`src/rtl/mips_harvard_wait_ctrl.sv`:
```
// Wait-state controller that stretches each MIPS CPU step to the memory latency.
// Optional stall performance counter is enabled with `define MIPS_WAIT_PERF_EN.
module mips_harvard_wait_ctrl #(
  parameter int INSTR_WAIT = 1,
  parameter int DATA_WAIT  = 2,
  parameter int CNT_W      = 4,
  parameter int PERF_W     = 32
) (
  input  logic              clk,
  input  logic              reset,
  input  logic              run_en,
  input  logic              cpu_data_read,
  input  logic              cpu_data_write,
  input  logic              mem_busy,
  output logic              clk_enable,
  output logic              mem_data_read,
  output logic              mem_data_write,
  output logic [PERF_W-1:0] stall_cycles
);

  if (INSTR_WAIT < 0 || INSTR_WAIT >= (1 << CNT_W)) begin : g_instr_wait_range
    $error("INSTR_WAIT does not fit in CNT_W bits");
  end
  if (DATA_WAIT < 0 || DATA_WAIT >= (1 << CNT_W)) begin : g_data_wait_range
    $error("DATA_WAIT does not fit in CNT_W bits");
  end

  typedef enum logic [1:0] {ISSUE, WAIT, STEP} state_t;

  localparam logic [CNT_W-1:0] INSTR_N = CNT_W'(INSTR_WAIT);
  localparam logic [CNT_W-1:0] DATA_N  = CNT_W'(DATA_WAIT);
  localparam logic [CNT_W-1:0] ONE     = CNT_W'(1);

  state_t           state;
  logic [CNT_W-1:0] cnt;
  logic [CNT_W-1:0] need;
  logic             data_access;
  logic             pass_through;

  assign data_access  = cpu_data_read | cpu_data_write;
  assign need         = (data_access && (DATA_N > INSTR_N)) ? DATA_N : INSTR_N;
  assign pass_through = (state == ISSUE) && (need == '0) && !mem_busy;

  // The enable must be combinational so zero-wait steps pass straight through.
  assign clk_enable     = !reset && run_en && (pass_through || (state == STEP));
  assign mem_data_read  = cpu_data_read & run_en & ~reset;
  assign mem_data_write = cpu_data_write & clk_enable;

  always_ff @(posedge clk) begin
    if (reset) begin
      state <= ISSUE;
      cnt   <= '0;
    end else begin
      case (state)
        ISSUE: begin
          if (run_en) begin
            if (need == '0) begin
              if (mem_busy) begin
                cnt   <= ONE;
                state <= WAIT;
              end
            end else if (need == ONE) begin
              if (mem_busy) begin
                cnt   <= ONE;
                state <= WAIT;
              end else begin
                state <= STEP;
              end
            end else begin
              cnt   <= need - ONE;
              state <= WAIT;
            end
          end
        end
        WAIT: begin
          // mem_busy only matters at the final wait position
          if (run_en) begin
            if (cnt > ONE) begin
              cnt <= cnt - ONE;
            end else if (!mem_busy) begin
              state <= STEP;
            end
          end
        end
        STEP: begin
          if (run_en) begin
            state <= ISSUE;
          end
        end
        default: begin
          state <= ISSUE;
        end
      endcase
    end
  end

`ifdef MIPS_WAIT_PERF_EN
  always_ff @(posedge clk) begin
    if (reset) begin
      stall_cycles <= '0;
    end else if (run_en && !clk_enable && (stall_cycles != '1)) begin
      stall_cycles <= stall_cycles + 1'b1;
    end
  end
`else
  assign stall_cycles = '0;
`endif

endmodule

```
`config.mk`:
```
export PLATFORM = sky130hd
export DESIGN_NAME = mips_harvard_wait_ctrl
export DESIGN_NICKNAME = d
export VERILOG_FILES = /design/src/rtl/mips_harvard_wait_ctrl.sv
export SDC_FILE = /design/constraint.sdc
export NUM_CORES = 1
export LEC_CHECK = 0
export ABC_AREA = 1
export CAP_MARGIN = 20
export CORE_UTILIZATION = 39
export CTS_CLUSTER_DIAMETER = 120
export DETAILED_ROUTE_END_ITERATION = 6
export GPL_TIMING_DRIVEN = 0
export PLACE_DENSITY = 0.91
export RECOVER_POWER = 50
export SYNTH_ARGS = -nofsm -noshare
export SYNTH_HDL_FRONTEND = slang
export SYNTH_SLANG_ARGS = --single-unit
```
`constraint.sdc`:
```
create_clock -name clk -period 2.4 [get_ports clk]
set_clock_uncertainty 0.05 [all_clocks]
set_input_delay 0.36 -clock clk [delete_from_list [all_inputs] [get_ports clk]]
set_output_delay 0.36 -clock clk [all_outputs]
set_load 0.02 [all_outputs]
```
==> reports/metrics.csv <==
stage,metric,value,unit
grt,global-route wire length before repair,1810,um
worst_hold_path,Hold/Removal Path Class,primary input to flop,
logic_synthesis,synth top area cells,"buf_4 35%, dfxtp_1 18%, nand2_1 10%, nor2_1 6.0%, inv_1 4.9%",
logic_synthesis,register area share after synthesis,17.5,%
sta,Final Cycle Share,92.0,%
die,Core Area,0.00158,mm2
clocking,Worst-Skew Late Latency,230,ps
power_and_ir_drop,post-layout power,0.391,mW
die,Starting Density,43.5,%
grt,largest net degree at the start of global routing,9,
clocking,CTS max path bufs,2,
grt,GRT Util Overall,12.8,%
setup_path,reg-to-reg critical path startpoint,cnt[0],
clocking,CTS buffer count,3,
clocking,CTS tree,yes,
die,I/O pin count,41,
drt,Via Count,586,
die,Die Width,43.9,um
grt,Global Route met3 Usage,1.25,%
finish,Final #Nets,154,
logic_synthesis,Mapped Cells,103,
setup_path,worst path arrival time,1800,ps
logic_synthesis,#FFs+latches synth,6,
sta,Fmax,453,MHz
grt,grt met1 use,10.3,%
drt,DRC errors left,1,
sta,Max Slew Vio Count,0,
sta,Period minus WS final,2210,ps
drt,Wirelength per Cell,7.21,um
clocking,H-Tree Depth,1,
sta,Fin. Hold Viols,0,
worst_hold_path,Hold Path Sink,cnt[2],
logic_synthesis,share of the synthesized area in the top cell type,35.0,%
setup_path,path depth of the worst reg2reg path,10,
clocking,CTS root buf,clkbuf_4,
grt,GR peak layer,met2,
worst_hold_path,hold path cells,2,
status,status,"complete, but fails checks",
placement,post-DP HPWL,1060,um
logic_synthesis,Yosys top cell by area,buf_4,
status,violated checks,design-rule violations,
finish,"Area growth, synth to finish",32.8,%
setup_path,FF-to-FF setup slack,910,ps
clocking,CTS Sinks,6,
clocking,"CTS clk-pin slew, worst paths",40,ps
grt,initial antenna violation count,0,
die,die height,43.9,um
drt,DRT iter0 DRCs,9,
setup_path,Setup CP Type,primary input to primary output,
sta,Fin Setup TNS,0,ps
logic_synthesis,YS warnings,0,
setup_path,Crit path required time,1990,ps
sta,Final setup viols,0,
drt,"antenna viol nets, final",0,
logic_synthesis,"Distinct cells, synth",19,
finish,# diodes,0,
setup_path,worst reg2reg endpoint,cnt[3],
logic_synthesis,Post-Syn Area,686,um2
setup_path,Startpoint Class,primary input,
power_and_ir_drop,Leak Pwr,0.553,nW
grt,vias in the first global route,504,
worst_hold_path,hold_sp,reset,
drt,vias per inst,3.66,
placement,Port Buffer Count,7,
grt,met2 usage,25.1,%
job,# Max-Cap Violations,0,
power_and_ir_drop,Worst VDD drop,294,uV
finish,layout cells sized above 1,29.9,%
setup_path,nature of the critical path endpoint,primary output,
drt,First-pass DRT Iterations,7,
placement,GP Congestion,0.759,
power_and_ir_drop,pwr/cell area,429,mW/mm2
die,Core Rows,14,
setup_path,CP Max Fanout,4,
logic_synthesis,Post-Syn Area per Cell,6.66,um2
die,die area,0.00193,mm2
drt,DRT Wirelength,1150,um
grt,total gr overflow,0,
sta,RSZ-0062 raised after global routing,no,
==> routing by layer <==
layer  vias to the layer above  wire [um]
li1                        335          -
met4                         0         11
met2                        22        645
met3                         2         85
met1                       227        411
met5                         -          0
==> power breakdown <==
| group | switching, mW | internal (mW) |
|---|---|---|
| sequential | 0.0108 | 0.109 |
| combinational | 0.110 | 0.0747 |
| clock | 0.0301 | 0.0561 |
| total | 0.151 | 0.240 |
==> Yosys cell counts <==
cell type  instances
nor4_1             1
inv_1              9
and2_1             1
ha_1               2
a21oi_4            1
xnor2_1            1
dfxtp_1            6
inv_2              2
nand3_1            2
conb_1             1
nor2_1            11
o21ai_0            2
nand2_4            2
a21oi_1            6
nand2_1           19
buf_2              1
a21oi_2            1
nand2_2            3
buf_4             32
==> placed cells by master (no fill, tap or decap) <==
master,instances
buf_4,32
conb_1,32
nand2_1,22
nor2_1,11
inv_1,9
a21oi_1,6
dfxtp_1,6
clkdlybuf4s50_1,6
clkbuf_4,3
inv_2,2
nand3_1,2
o21ai_0,2
ha_1,2
buf_2,1
nor4_2,1
and2_1,1
nand2_4,1
a21oi_2,1
nand2_2,1
a21oi_4,1
xnor2_1,1
dlymetal6s2s_1,1
==> critical path, stage by stage <==
cell	delay [ps]
clkdlybuf4s50_1	520
inv_1	70
nor4_2	190
clkdlybuf4s50_1	660
==> final cells by class <==
cell class / instances / area (um2)
well taps: 16 / 20.0
clock buffers: 3 / 22.5
inverters: 11 / 41.3
flip-flops and latches: 6 / 120
plain buffers: 33 / 245
multi-input cells: 84 / 389
repair buffers: 7 / 72.6
fillers: 157 / 666
==> flip-flops by register name, summed over array words and instances, names as in the netlist <==
register,count
cnt,4
state,2
==> worst max-delay path by stage <==
| stage | cells after the start | slack [ps] | from | end |
|---|---|---|---|---|
| 2_1_floorplan | 3 | 380 | reset | mem_data_write |
| 3_3_place_gp | 5 | 60 | run_en | mem_data_write |
| 3_5_place_dp | 5 | 10 | run_en | mem_data_write |
| 4_1_cts | 5 | 10 | run_en | mem_data_write |
| 5_1_grt | 4 | 100 | run_en | clk_enable |
| 6_report | 4 | 190 | run_en | clk_enable |
==> cell families (layout without fill, tap and decap cells) <==
kind of cell,count (synthesis),after routing,share of synthesized area [%]
buf+inv,44,54,41.8
simple gates,39,39,25.7
compound gates,10,10,9.49
flops,6,6,17.5
fa+ha+maj,2,2,3.65
other cells,1,32,0.547
xor+xnor,1,1,1.28
==> what timing repair did <==
item / in CTS / in global routing
endpoints found under the hold margin: 0 / 0
gates resized for setup: 0 / 2
hold buffers: 0 / 0
endpoints found under the setup margin: 0 / 1
buffers inserted: 0 / 0
==> metrics by stage <==
stage	area (um2)	instances	utilization [%]	worst slack [ps]	hold WS [ps]
3_3_place_gp	892	157	56.6	58.8	424
4_1_cts	915	160	58.0	12.7	330
2_1_floorplan	802	134	-	382	407
3_5_place_dp	892	157	56.6	10.5	443
5_1_grt	911	160	57.8	102	343
6_report	911	160	57.8	192	344
No activity file was read; power rests on OpenSTA's default activity.
